==> src/rtl/router_sync_if.sv <==
// router_sync_if: signal bundle between the router FSM / input register,
// the three output FIFOs and the router_sync steering stage.
// Optional macro ROUTER_SYNC_ADDR_ERR_EN adds the addr_err flag.
interface router_sync_if;
  logic       detect_add;
  logic [1:0] data_in;
  logic       write_enb_reg;
  logic       read_enb_0, read_enb_1, read_enb_2;
  logic       empty_0, empty_1, empty_2;
  logic       full_0, full_1, full_2;
  logic [2:0] write_enb;
  logic       fifo_full;
  logic       vld_out_0, vld_out_1, vld_out_2;
  logic       soft_reset_0, soft_reset_1, soft_reset_2;
`ifdef ROUTER_SYNC_ADDR_ERR_EN
  logic       addr_err;
`endif

  // Seen from router_sync
  modport slave (
`ifdef ROUTER_SYNC_ADDR_ERR_EN
    output addr_err,
`endif
    input  detect_add, data_in, write_enb_reg,
    input  read_enb_0, read_enb_1, read_enb_2,
    input  empty_0, empty_1, empty_2,
    input  full_0, full_1, full_2,
    output write_enb, fifo_full,
    output vld_out_0, vld_out_1, vld_out_2,
    output soft_reset_0, soft_reset_1, soft_reset_2
  );

  // Seen from the FSM / FIFO side
  modport master (
`ifdef ROUTER_SYNC_ADDR_ERR_EN
    input  addr_err,
`endif
    output detect_add, data_in, write_enb_reg,
    output read_enb_0, read_enb_1, read_enb_2,
    output empty_0, empty_1, empty_2,
    output full_0, full_1, full_2,
    input  write_enb, fifo_full,
    input  vld_out_0, vld_out_1, vld_out_2,
    input  soft_reset_0, soft_reset_1, soft_reset_2
  );
endinterface

==> src/rtl/router_sync.sv <==
// router_sync: latches the packet destination, steers the FSM write strobe
// to one of three FIFOs, returns that FIFO's full flag, derives per-port
// valid flags and flushes any FIFO whose data sits unread for TIMEOUT cycles.
// Optional macro ROUTER_SYNC_ADDR_ERR_EN adds a registered addr_err flag
// raised when a header carries the unused destination 2'b11.
module router_sync #(
  parameter int TIMEOUT = 30,
  parameter int CNT_W   = 5
) (
  input  logic     clock,
  input  logic     resetn,
  router_sync_if.slave bus
);

  logic [1:0] addr_q;
  logic [2:0] vld;
  logic [2:0] rd_en;
  logic [2:0] soft_vec;

  assign vld   = {~bus.empty_2, ~bus.empty_1, ~bus.empty_0};
  assign rd_en = {bus.read_enb_2, bus.read_enb_1, bus.read_enb_0};

  assign bus.vld_out_0    = vld[0];
  assign bus.vld_out_1    = vld[1];
  assign bus.vld_out_2    = vld[2];
  assign bus.soft_reset_0 = soft_vec[0];
  assign bus.soft_reset_1 = soft_vec[1];
  assign bus.soft_reset_2 = soft_vec[2];

  // Destination latch; 2'b11 (no port) out of reset so nothing is written
  always_ff @(posedge clock or negedge resetn) begin
    if (!resetn) begin
      addr_q <= 2'b11;
    end else if (bus.detect_add) begin
      addr_q <= bus.data_in;
    end
  end

`ifdef ROUTER_SYNC_ADDR_ERR_EN
  logic addr_err_q;
  assign bus.addr_err = addr_err_q;

  // Flag headers addressed to the nonexistent port, held until next header
  always_ff @(posedge clock or negedge resetn) begin
    if (!resetn) begin
      addr_err_q <= 1'b0;
    end else if (bus.detect_add) begin
      addr_err_q <= (bus.data_in == 2'b11);
    end
  end
`endif

  // Steer write strobe and select full flag from the registered address
  always_comb begin
    bus.write_enb = 3'b000;
    bus.fifo_full = 1'b0;
    case (addr_q)
      2'b00: begin
        bus.write_enb = {2'b00, bus.write_enb_reg};
        bus.fifo_full = bus.full_0;
      end
      2'b01: begin
        bus.write_enb = {1'b0, bus.write_enb_reg, 1'b0};
        bus.fifo_full = bus.full_1;
      end
      2'b10: begin
        bus.write_enb = {bus.write_enb_reg, 2'b00};
        bus.fifo_full = bus.full_2;
      end
      default: begin
        bus.write_enb = 3'b000;
        bus.fifo_full = 1'b0;
      end
    endcase
  end

  genvar gi;
  generate
    for (gi = 0; gi < 3; gi++) begin : g_port
      logic [CNT_W-1:0] cnt_q;
      logic             pulse_q;

      assign soft_vec[gi] = pulse_q;

      // Stall counter: a pulse cycle holds the count at zero, any read or
      // empty FIFO clears it, and the TIMEOUT-th stalled edge fires the flush
      always_ff @(posedge clock or negedge resetn) begin
        if (!resetn) begin
          cnt_q   <= '0;
          pulse_q <= 1'b0;
        end else if (pulse_q) begin
          cnt_q   <= '0;
          pulse_q <= 1'b0;
        end else if (!vld[gi] || rd_en[gi]) begin
          cnt_q   <= '0;
          pulse_q <= 1'b0;
        end else if (cnt_q == CNT_W'(TIMEOUT - 1)) begin
          cnt_q   <= '0;
          pulse_q <= 1'b1;
        end else begin
          cnt_q   <= cnt_q + 1'b1;
          pulse_q <= 1'b0;
        end
      end
    end
  endgenerate

endmodule
==> src/flat_wrapper.sv <==
// flat-port wrapper written by rule: the top's interface ports become plain ports
module router_sync_flat 
#(
  parameter int TIMEOUT = 30,
  parameter int CNT_W   = 5
)
  (clock, resetn, bus_detect_add, bus_data_in, bus_write_enb_reg, bus_read_enb_0, bus_read_enb_1, bus_read_enb_2, bus_empty_0, bus_empty_1, bus_empty_2, bus_full_0, bus_full_1, bus_full_2, bus_write_enb, bus_fifo_full, bus_vld_out_0, bus_vld_out_1, bus_vld_out_2, bus_soft_reset_0, bus_soft_reset_1, bus_soft_reset_2);
  router_sync_if bus_i ();
  input  logic clock;
  input  logic resetn;
  input wire logic [$bits(bus_i.detect_add)-1:0] bus_detect_add;
  input wire logic [$bits(bus_i.data_in)-1:0] bus_data_in;
  input wire logic [$bits(bus_i.write_enb_reg)-1:0] bus_write_enb_reg;
  input wire logic [$bits(bus_i.read_enb_0)-1:0] bus_read_enb_0;
  input wire logic [$bits(bus_i.read_enb_1)-1:0] bus_read_enb_1;
  input wire logic [$bits(bus_i.read_enb_2)-1:0] bus_read_enb_2;
  input wire logic [$bits(bus_i.empty_0)-1:0] bus_empty_0;
  input wire logic [$bits(bus_i.empty_1)-1:0] bus_empty_1;
  input wire logic [$bits(bus_i.empty_2)-1:0] bus_empty_2;
  input wire logic [$bits(bus_i.full_0)-1:0] bus_full_0;
  input wire logic [$bits(bus_i.full_1)-1:0] bus_full_1;
  input wire logic [$bits(bus_i.full_2)-1:0] bus_full_2;
  output wire logic [$bits(bus_i.write_enb)-1:0] bus_write_enb;
  output wire logic [$bits(bus_i.fifo_full)-1:0] bus_fifo_full;
  output wire logic [$bits(bus_i.vld_out_0)-1:0] bus_vld_out_0;
  output wire logic [$bits(bus_i.vld_out_1)-1:0] bus_vld_out_1;
  output wire logic [$bits(bus_i.vld_out_2)-1:0] bus_vld_out_2;
  output wire logic [$bits(bus_i.soft_reset_0)-1:0] bus_soft_reset_0;
  output wire logic [$bits(bus_i.soft_reset_1)-1:0] bus_soft_reset_1;
  output wire logic [$bits(bus_i.soft_reset_2)-1:0] bus_soft_reset_2;
  assign bus_i.detect_add = bus_detect_add;
  assign bus_i.data_in = bus_data_in;
  assign bus_i.write_enb_reg = bus_write_enb_reg;
  assign bus_i.read_enb_0 = bus_read_enb_0;
  assign bus_i.read_enb_1 = bus_read_enb_1;
  assign bus_i.read_enb_2 = bus_read_enb_2;
  assign bus_i.empty_0 = bus_empty_0;
  assign bus_i.empty_1 = bus_empty_1;
  assign bus_i.empty_2 = bus_empty_2;
  assign bus_i.full_0 = bus_full_0;
  assign bus_i.full_1 = bus_full_1;
  assign bus_i.full_2 = bus_full_2;
  assign bus_write_enb = bus_i.write_enb;
  assign bus_fifo_full = bus_i.fifo_full;
  assign bus_vld_out_0 = bus_i.vld_out_0;
  assign bus_vld_out_1 = bus_i.vld_out_1;
  assign bus_vld_out_2 = bus_i.vld_out_2;
  assign bus_soft_reset_0 = bus_i.soft_reset_0;
  assign bus_soft_reset_1 = bus_i.soft_reset_1;
  assign bus_soft_reset_2 = bus_i.soft_reset_2;
  router_sync #(.TIMEOUT(TIMEOUT), .CNT_W(CNT_W)) u_core (.clock(clock), .resetn(resetn), .bus(bus_i));
endmodule
==> config.mk <==
export PLATFORM = sky130hd
export DESIGN_NAME = router_sync_flat
export DESIGN_NICKNAME = d
export VERILOG_FILES = /design/src/rtl/router_sync_if.sv /design/src/rtl/router_sync.sv /design/src/flat_wrapper.sv
export SDC_FILE = /design/constraint.sdc
export NUM_CORES = 1
export LEC_CHECK = 0
export ABC_AREA = 1
export BUFFER_PORTS_ARGS = -buffer_cell sky130_fd_sc_hd__buf_2
export CAP_MARGIN = 20
export CORE_ASPECT_RATIO = 1.1
export CORE_MARGIN = 2
export CORE_UTILIZATION = 45
export DETAILED_ROUTE_END_ITERATION = 6
export GPL_ROUTABILITY_DRIVEN = 0
export PLACE_DENSITY_LB_ADDON = 0.1
export SLEW_MARGIN = 0
export SYNTH_ARGS = -nofsm -noshare
export SYNTH_HDL_FRONTEND = slang
export SYNTH_SLANG_ARGS = --single-unit
==> constraint.sdc <==
create_clock -name clock -period 1 [get_ports clock]
set_input_delay 0.1 -clock clock [delete_from_list [all_inputs] [get_ports clock]]
set_output_delay 0.1 -clock clock [all_outputs]
set_load 0.1 [all_outputs]
==> summary.md, run 1 <==
| Metric | Value |
|---|---|
| Outcome | `finished, violations left` |
| Failing checks | `hold timing, setup timing` |
| Synth-to-layout area growth | `56.90%` |
| Syn Inst Count | `124` |
| # H-tree levels | `1` |
| IO Pins | `25` |
| Initial antenna violation count | `0` |
| Synth Area per Inst | `8.405 um2` |
| Ys Warns | `0` |
| RSZ-0062 raised after global routing | `true` |
| Critical-path top delay cell | `dfstp_2` |
| Clk Tree Root Cell | `clkbuf_4` |
| CTS sink count | `20` |
| Final Hold Viols | `1` |
| Max frequency | `0.6962 GHz` |
| Worst Hold Class | `input pin to flop` |
| Crit Path Class | `flop to output pin` |
| Area of the core | `2230 um2` |
| Cell count of the worst reg-to-reg path | `7` |
| Yosys reg bits | `20` |
| CP top delay family | `flip-flops` |
| Worst Setup Start Kind | `flop` |
| Vias per cell | `4.621` |
| Clk buf depth | `2` |
| Power Density | `1044 nW/um2` |
| Hold Crit Depth | `3` |
| Port-buffer cells | `24` |
| Drt drc | `0` |
| Reg area | `515.5 um2` |
| Largest net degree at the start of global routing | `21` |
| Clock latency on the worst-skew pair | `0.31 ns` |
| Total Wirelength | `2.053 mm` |
| Clk pin slew, worst setup/hold paths | `0.11 ns` |
| FILL cells | `156` |
| Area of the multi-input gates | `590.6 um2` |
| Synth cell types | `17` |
| Tmin final | `1.436 ns` |
| GR Util All Layers | `16.62%` |
| Slew Limit Headroom | `71.10%` |
| DPL Wire Length | `1.574 mm` |
| Worst path depth | `3` |
| Rows | `18` |
| Die Area | `2717 um2` |
| Commonest non-fill, non-tap cell in the layout | `nand2_1` |
| Initial Util | `46.75%` |
| Critical-path cell list | `inv_4 > nor3_4 > buf_12` |
| Util after Layout | `73.34%` |
| Layout Nets | `187` |
| LEAKAGE | `0.8015 nW` |
| Clk_skew | `0.001892 ns` |
| DR iter-0 viols | `5` |
| Setup Viol. Count Final | `23` |
| CTS buffer count | `3` |
| Worst Path Buf+Inv | `2` |
| Critical path's largest stage delay | `0.58 ns` |
| Vias in the first global route | `906` |
| Dpl ws | `-0.1037 ns` |
| Maxcap violations | `0` |
| Worst slew pin tran | `0.4334 ns` |
| Diodes inserted | `0` |
| Mapped Nets | `145` |
| First-pass DRT Iterations | `3` |
| Die outline height | `54.48 um` |
| Fin worst setup slack | `-0.4364 ns` |
| Worst EP arrival | `1.34 ns` |
| Most frequent cells in the layout | `19 x nand2_1, 18 x inv_1, 14 x buf_2, 14 x dfrtp_1, 11 x buf_4` |
| Max-slew violation count | `0` |
| Worst Path Max Fanout | `4` |
| Hold_ws | `-0.0006645 ns` |
| Layout cells sized above 1 | `51.52%` |
| Overflow after GRT | `0` |
| Antenna Nets Post-Route | `0` |
| Synthesized area | `1042 um2` |
| Fin crit share | `143.6%` |
| CP required | `0.90 ns` |
| CTS tree | `built` |
| Global-route wire length before repair | `3.450 mm` |
| Maximum vdd drop | `1.001 mV` |
| DR WL/cell | `10.53 um` |
| Vias | `901` |
| Sum Neg Setup Slack | `-2.764 ns` |
| Die W | `49.89 um` |
| Post-synthesis sequential area ratio | `48.26%` |
| Setup crit end kind | `output pin` |
-- layout make-up --
class                      count  share of cell area [%]
sequential                    20                   31.52
inverter                      24                   5.662
clock buffer                   4                   1.607
multi-input combinational     80                   36.11
timing repair buffer          37                   22.80
tap                           30                   2.295
-- routing by layer --
| layer | up-vias | track usage, % | wire length, um |
|---|---|---|---|
| met5 | - | 0 | 0 |
| met4 | 0 | 8.333 | 42 |
| met3 | 5 | 2.459 | 59 |
| met2 | 16 | 31.78 | 1112 |
| met1 | 416 | 18.26 | 838 |
| li1 | 464 | - | - |
-- synth_stat cells --
master,number,area share [%]
nand2_2,6,3.6
xnor2_1,3,2.5
o21ai_0,2,0.96
nor2_1,18,6.5
inv_1,21,7.6
nand2_1,20,7.2
nor3_2,3,2.9
dfstp_2,2,5.0
nor2_4,1,1.1
nor2_2,2,1.2
dfrtp_1,18,43
nand3_2,1,0.96
nor3_1,3,1.4
nand4_1,3,1.8
ha_1,6,7.2
inv_2,3,1.1
nand3_1,12,5.8
-- worst paths after layout --
path | end | slack [ns] | from
max in group asynchronous | u_core.bus.soft_reset_0$_DFF_PN0_ | 0.41 | resetn
min reg2reg | u_core.g_port[2].cnt_q[0]$_DFF_PN0_ | 0.50 | u_core.g_port[2].cnt_q[0]$_DFF_PN0_
min in group asynchronous | u_core.bus.soft_reset_1$_DFF_PN0_ | 0.26 | resetn
max reg2reg | u_core.g_port[2].cnt_q[2]$_DFF_PN0_ | -0.08 | u_core.g_port[2].cnt_q[1]$_DFF_PN0_
max | bus_write_enb[1] | -0.44 | u_core.addr_q[0]$_DFFE_PN1P_
min | u_core.addr_q[1]$_DFFE_PN1P_ | -0.0007 | bus_data_in[1]
-- repair_timing --
| item | in CTS | in global routing |
|---|---|---|
| gates resized for setup | 11 | 15 |
| setup endpoints to repair | 22 | 25 |
| endpoints found under the hold margin | 20 | 0 |
| pin swaps | 19 | 6 |
| hold buffers | 2 | 0 |
| setup buffers | 4 | 0 |
-- cell families (layout without fill, tap and decap cells) --
logic type               count (synthesis)  in the layout  share of synthesized area, %
AND/OR/NAND/NOR                         69             69                         32.41
buffers and inverters                   24             65                         8.644
flip-flops                              20             20                         48.26
adder cells (fa/ha/maj)                  6              6                         7.203
XOR/XNOR                                 3              3                         2.521
AO/OA/AOI/OAI                            2              2                        0.9604
-- tightest hold or removal path, stage by stage --
cell and delay [ns]:
buf_2 0.09, nand2_1 0.04, o21ai_0 0.07
-- metrics by stage --
step | instances | area [um2] | hold slack, ns | power, mW
after floorplan | 124 | 1110 | -0.1956 | 1.111
after global routing | 195 | 1635 | 0.01589 | 1.778
after CTS | 195 | 1587 | 0.009001 | 1.698
after detailed placement | 185 | 1470 | 0.07173 | 1.291
after global placement | 185 | 1470 | 0.06236 | 1.280
final | 195 | 1635 | -0.0006645 | 1.707
-- power by group --
group          internal (mW)  switching, mW
Sequential             0.833         0.0209
Combinational          0.170          0.277
Clock                  0.156          0.251
Total                   1.16          0.548
-- sequential cells by signal, indices dropped and copies added (netlist names) --
| name | cells |
|---|---|
| u_core.addr_q | 2 |
| u_core.bus.soft_reset_1 | 1 |
| u_core.g_port.cnt_q | 15 |
| u_core.bus.soft_reset_0 | 1 |
| u_core.bus.soft_reset_2 | 1 |
(Power assumes the default switching activity.)
==> inputs of run 2 (changes only) <==
- BUFFER_PORTS_ARGS: -buffer_cell sky130_fd_sc_hd__buf_2 -> default
- DONT_BUFFER_PORTS: default -> 1
==> run 2 against run 1 <==
Net effect:
- the run still ends with hold timing, setup timing left
- clock power is 16% higher
- die area stayed put
- sequential share of layout area is 0.56 points higher
- fmax hardly changed
- count of clock-buffer cells in the layout stayed put
- critical endpoint unchanged
- largest cell class unchanged
==> summary.md, run 2 (synthesis results as in run 1) <==
| Metric | Value |
|---|---|
| Outcome | `finished, violations left` |
| Failing checks | `hold timing, setup timing` |
| Worst Hold Class | `input pin to asynchronous set/reset pin` |
| LEAKAGE | `0.7711 nW (-3.8%)` |
| Overflow after GRT | `0 (unchanged)` |
| Switch share | `31.00% (-1.1 points)` |
| Placed Cells incl. Taps | `171 (-7.6%)` |
| Power Density | `1086 nW/um2 (+4.0%)` |
| Fin crit share | `143.5% (about the same)` |
| Setup Viol. Count Final | `23 (unchanged)` |
| Vias per cell | `4.651 (+0.65%)` |
| Vias in the first global route | `890 (-1.8%)` |
| Largest net degree at the start of global routing | `21 (unchanged)` |
| Final Non-Filler Cells | `186 (-4.6%)` |
| Global-route wire length before repair | `3.532 mm (+2.4%)` |
| GR Util All Layers | `17.34% (+0.73 points)` |
| Die Area | `2717 um2 (unchanged)` |
| Synth-to-layout area growth | `54.14%` |
| CTS tree | `built` |
| Clk buf depth | `2 (unchanged)` |
| Seq pwr share | `49.1% (-0.9 points)` |
| Clk pin slew, worst setup/hold paths | `0.11 ns (about the same)` |
| Pint | `1.204 mW (+3.9%)` |
| Worst Setup Start Kind | `flop` |
| Layout Nets | `178 (-4.8%)` |
| Tmin final | `1.435 ns (-0.001260 ns)` |
| Clock latency on the worst-skew pair | `0.29 ns (-0.02 ns)` |
| Critical-path cell list | `inv_2 > nor3_4 > buf_12` |
| Total Wirelength | `2.081 mm (+1.4%)` |
| Final Hold Viols | `18 (+17)` |
| Critical-path top delay cell | `dfstp_2` |
| Fin worst setup slack | `-0.4351 ns (+0.001260 ns)` |
| Antenna Nets Post-Route | `0 (unchanged)` |
| Vias | `865 (-4.0%)` |
| Logic gate share of total power | `23.8% (-2.4 points)` |
| Max frequency | `0.6968 GHz (about the same)` |
| CTS buffer count | `3 (unchanged)` |
| First-pass DRT Iterations | `4 (+1)` |
| Critical path's largest stage delay | `0.57 ns (about the same)` |
| Initial antenna violation count | `0 (unchanged)` |
| Max reg flops | `15 (unchanged)` |
| DR WL/cell | `11.19 um (+6.3%)` |
| Clk Tree Root Cell | `clkbuf_4` |
| Area of the core | `2230 um2 (unchanged)` |
| Most frequent cells in the layout | `18 x nand2_1, 17 x inv_1, 17 x buf_4` |
| Commonest non-fill, non-tap cell in the layout | `nand2_1` |
| CTS sink count | `20 (unchanged)` |
| Worst EP arrival | `1.34 ns (about the same)` |
| Setup crit end kind | `output pin` |
| DR iter-0 viols | `10 (+5)` |
| Clock power share | `27.1% (+3.3 points)` |
| Die outline height | `54.48 um (unchanged)` |
| DPL Wire Length | `1.471 mm (-6.5%)` |
| IO Pins | `25 (unchanged)` |
| Drt drc | `0 (unchanged)` |
| Worst Path Max Fanout | `4 (unchanged)` |
| Hold_ws | `-0.03102 ns (-0.03036 ns)` |
| Layout cells sized above 1 | `48.08% (-3.4 points)` |
| Port-buffer cells | `0 (-100%)` |
| Die W | `49.89 um (unchanged)` |
| Dpl ws | `-0.1023 ns (+0.001465 ns)` |
| # H-tree levels | `1 (unchanged)` |
| CP required | `0.90 ns (about the same)` |
| Crit Path Class | `flop to output pin` |
| Rows | `18 (unchanged)` |
| Max-slew violation count | `0 (unchanged)` |
| Diodes inserted | `0 (unchanged)` |
| Worst slew pin tran | `0.8569 ns (+0.4235 ns)` |
| Maxcap violations | `0 (unchanged)` |
| Reg with most FFs | `u_core.g_port.cnt_q` |
| Maximum vdd drop | `0.6828 mV (-32%)` |
| PnR Total Power | `1.744 mW (+2.2%)` |
| Registers with the most flip-flops | `u_core.g_port.cnt_q (15), u_core.addr_q (2)` |
| Slew Limit Headroom | `42.87% (-28 points)` |
| Clk_skew | `0.001049 ns (-0.0008436 ns)` |
| Initial Util | `46.75% (unchanged)` |
| RSZ-0062 raised after global routing | `true` |
| Net Sw Power | `540.9 uW (-1.4%)` |
## run 2: area by class of cell
class	count	area, um2
Clock buffer	4	36.28
Fill cell	165	623.1
Inverter	24	92.59
Multi-Input combinational cell	80	614.3
Sequential cell	20	515.5
Tap cell	30	37.54
Timing Repair Buffer	28	310.3
## run 2: power by group through the flow
stage          combinational [mW]  sequential (mW)  clock [mW]
6_report                    0.415            0.857       0.472
5_1_grt                     0.441            0.860       0.518
4_1_cts                     0.402            0.851       0.479
3_5_place_dp                0.360            0.867           0
3_3_place_gp                0.354            0.866           0
2_1_floorplan               0.236            0.875           0
## run 2: timing repair
item	CTS	global route
buffers inserted	5	2
pin swaps	16	10
hold endpoints to repair	22	0
hold buffers	4	0
cloned	0	0
setup endpoints to repair	23	44
resized for setup	21	17
## run 2: worst paths after layout
kind | startpoint | end | slack, ns | cells after the start
worst min-delay path | resetn | u_core.bus.soft_reset_1$_DFF_PN0_ | -0.03 | 1
worst max register to register | u_core.g_port[1].cnt_q[0]$_DFF_PN0_ | u_core.g_port[1].cnt_q[3]$_DFF_PN0_ | -0.08 | 6
worst max-delay path | u_core.addr_q[0]$_DFFE_PN1P_ | bus_write_enb[1] | -0.44 | 3
max in group asynchronous | resetn | u_core.bus.soft_reset_0$_DFF_PN0_ | 0.42 | 1
worst min register to register | u_core.g_port[0].cnt_q[0]$_DFF_PN0_ | u_core.g_port[0].cnt_q[0]$_DFF_PN0_ | 0.52 | 1
min in group clock | bus_read_enb_1 | u_core.bus.soft_reset_1$_DFF_PN0_ | 0.02 | 3
## run 2: layer usage
layer | track usage (%) | part of all wire (%)
met4 | 8.333 | 0.91
met2 | 33.78 | 56
met1 | 19.16 | 41
met5 | 0 | 0
met3 | 1.913 | 2.3
## run 2: worst max-delay path, delay by kind of cell (launching register included)
kind / cells / cell delay, ns
buf+inv: 2 / 0.27
flops: 1 / 0.57
simple gates: 1 / 0.20
## run 2: per-stage QoR
stage	cell area [um2]	utilization (%)	TNS, ns
floorplan	1110	-	-1.578
finish	1607	72.05	-2.635
global placement	1325	59.43	-0.6318
global route	1607	72.05	-4.195
detailed placement	1325	59.43	-0.9337
CTS	1521	68.24	-2.815
==> inputs of run 3 (changes only) <==
- SETUP_SLACK_MARGIN: default -> 0.05
- clock period: 1 -> 1.8 ns (I/O delays scaled with it)
==> run 3 against run 2 <==
Net effect:
- the flow now finishes without violations
- worst hold slack improved by 0.091 ns
- utilization shrank 15 points
- final cell count decreased by 7.5%
- sequential power down 44%
- total power fell by 48%
- register-to-register slack gained 0.40 ns
- largest power group unchanged
- non-clock buffer count is 14 lower
- sequential cell count did not move
- count of clock-buffer cells in the layout did not move
- routed wire length fell by 18%
==> summary.md, run 3 (synthesis results as in run 1) <==
| Metric | Value |
|---|---|
| Synth-to-layout area growth | `21.73%` |
| Critical-path top delay cell | `dfstp_2` |
| RSZ-0062 raised after global routing | `false` |
| Worst Hold Class | `input pin to flop` |
| Die Area | `2717 um2 (unchanged)` |
| Vias per cell | `4.669 (+0.39%)` |
| Tmin final | `1.681 ns` |
| Outcome | `completed` |
| Reg with most FFs | `u_core.g_port.cnt_q` |
| Setup Viol. Count Final | `0 (-100%)` |
| DPL Wire Length | `1.332 mm (-9.4%)` |
| Die outline height | `54.48 um (unchanged)` |
| Rows | `18 (unchanged)` |
| Util after Layout | `56.90% (-15 points)` |
| Overflow after GRT | `0 (unchanged)` |
| Max reg flops | `15 (unchanged)` |
| CTS sink count | `20 (unchanged)` |
| Maximum vdd drop | `0.4713 mV (-31%)` |
| # H-tree levels | `1 (unchanged)` |
| Antenna Nets Post-Route | `0 (unchanged)` |
| CTS tree | `built` |
| Critical path's largest stage delay | `0.61 ns (+0.04 ns)` |
| Worst Path Max Fanout | `4 (unchanged)` |
| Worst Hold Path EP | `u_core.bus.soft_reset_1$_DFF_PN0_` |
| Worst EP arrival | `1.50 ns (+0.16 ns)` |
| Fin crit share | `93.40%` |
| Global-route wire length before repair | `3.118 mm (-12%)` |
| Worst Hold Launch | `bus_read_enb_1` |
| Vias | `803 (-7.2%)` |
| First-pass DRT Iterations | `3 (-1)` |
| R2r startpoint | `u_core.addr_q[1]$_DFFE_PN1P_` |
| Post-Layout Inst Area | `1269 um2 (-21%)` |
| Max-slew violation count | `0 (unchanged)` |
| Critical-path cell list | `inv_1 > nor3_4 > buf_4` |
| CTS buffer count | `3 (unchanged)` |
| Final Hold Viols | `0 (-18)` |
| LEAKAGE | `0.6656 nW (-14%)` |
| Slew Limit Headroom | `42.42% (-0.45 points)` |
| FILL cells | `203 (+23%)` |
| Worst Setup Start Kind | `flop` |
| Hold Crit Depth | `3` |
| Max frequency | `0.5948 GHz` |
| Largest net degree at the start of global routing | `21 (unchanged)` |
| Hold_ws | `0.06047 ns (+0.09149 ns)` |
| Layout cells sized above 1 | `24.65% (-23 points)` |
| IO Pins | `25 (unchanged)` |
| CP required | `1.62 ns (+0.72 ns)` |
| Vias in the first global route | `810 (-9.0%)` |
| Crit Path Class | `flop to output pin` |
| Registers with the most flip-flops | `u_core.g_port.cnt_q (15), u_core.addr_q (2)` |
| Setup crit end kind | `output pin` |
| Total Wirelength | `1.714 mm (-18%)` |
| Dpl ws | `0.4305 ns (+0.5328 ns)` |
| DR iter-0 viols | `5 (-5)` |
| Initial Util | `46.75% (unchanged)` |
| Clk_skew | `0.001780 ns (+0.0007317 ns)` |
| Post-DP Area | `1189 um2 (-10%)` |
| Clock latency on the worst-skew pair | `0.31 ns (+0.02 ns)` |
| GR Util All Layers | `15.75% (-1.6 points)` |
| FF-to-FF End | `u_core.addr_q[1]$_DFFE_PN1P_` |
| Initial antenna violation count | `0 (unchanged)` |
| Flop2flop setup slack | `0.32 ns (+0.40 ns)` |
| Area of the core | `2230 um2 (unchanged)` |
| Worst slew pin tran | `0.8609 ns (+0.003969 ns)` |
| Post-CTS Setup Inserts | `0 (-5)` |
| Clk Tree Root Cell | `clkbuf_4` |
| Maxcap violations | `0 (unchanged)` |
| DR WL/cell | `9.965 um (-11%)` |
| Fin worst setup slack | `0.1188 ns (+0.5539 ns)` |
| Diodes inserted | `0 (unchanged)` |
| Port-buffer cells | `0 (unchanged)` |
| Clk pin slew, worst setup/hold paths | `0.11 ns (about the same)` |
| Drt drc | `0 (unchanged)` |
| Die W | `49.89 um (unchanged)` |
| Power Density | `714.4 nW/um2 (-34%)` |
| Commonest non-fill, non-tap cell in the layout | `inv_1` |
| Clk buf depth | `2 (unchanged)` |
| Most frequent cells in the layout | `21 x inv_1, 20 x nand2_1, 18 x nor2_1, 18 x dfrtp_1, 12 x nand3_1` |
| Layout Nets | `164 (-7.9%)` |
| Cell count of the worst reg-to-reg path | `3 (-3)` |
==> run 3: cell count changes in the layout (fill, tap and decap cells not counted), moves of 4 or more <==
cell     before  now
inv_1        17   21
ha_1          0    6
nand3_2       7    1
buf_4        17    9
nand3_1       5   12
dfrtp_1      14   18
buf_12        7    0
==> run 3: area by class of cell <==
class	count	area [um2]	area share [%]
repair buffers	14	118.9	9.369
well taps	30	37.54	2.959
inverters	24	90.09	7.101
flip-flops and latches	20	503.0	39.64
multi-input cells	80	483.0	38.07
clock buffers	4	36.28	2.860
==> run 3: layer usage <==
layer / share of wire [%] / global-route usage, % / routed length [um]
met5: 0 / 0 / 0
met4: 3.2 / 9.722 / 55
met3: 5.4 / 4.098 / 93
met2: 52 / 30.00 / 893
met1: 39 / 15.59 / 672
==> run 3: stage by stage <==
step           power, mW  cells  setup TNS (ns)
6_report          0.9064    172               0
5_1_grt           0.9462    172               0
4_1_cts           0.9199    172               0
3_5_place_dp      0.6367    164               0
3_3_place_gp      0.6339    164               0
2_1_floorplan     0.6017    124         -0.4107
==> run 3: worst max-delay path by stage <==
stage | startpoint | end | depth (start not counted)
after floorplan | u_core.addr_q[0]$_DFFE_PN1P_ | bus_write_enb[1] | 2
after global placement | u_core.addr_q[0]$_DFFE_PN1P_ | bus_write_enb[1] | 3
after detailed placement | u_core.addr_q[0]$_DFFE_PN1P_ | bus_write_enb[1] | 3
after CTS | u_core.addr_q[0]$_DFFE_PN1P_ | bus_write_enb[1] | 3
after global routing | u_core.addr_q[1]$_DFFE_PN1P_ | bus_write_enb[2] | 3
final | u_core.addr_q[1]$_DFFE_PN1P_ | bus_write_enb[2] | 3
==> run 3: timing repair <==
item / 4_1_cts / 5_1_grt
gates resized for setup: 0 / 1
hold buffers: 4 / 0
endpoints found under the hold margin: 22 / 0
setup endpoints to repair: 0 / 1
==> run 3: power breakdown <==
group	leakage, nW	switching, mW	internal [mW]	total [mW]
logic	0.375	0.125	0.0405	0.166
clock network	0.0210	0.139	0.124	0.262
registers	0.269	0.0153	0.463	0.478
==> run 3: critical path, delay by kind of cell (launching register included) <==
kind                   cells  cell delay, ns
DFF                        1            0.61
and+or+nand+nor            1            0.16
buffers and inverters      2            0.42
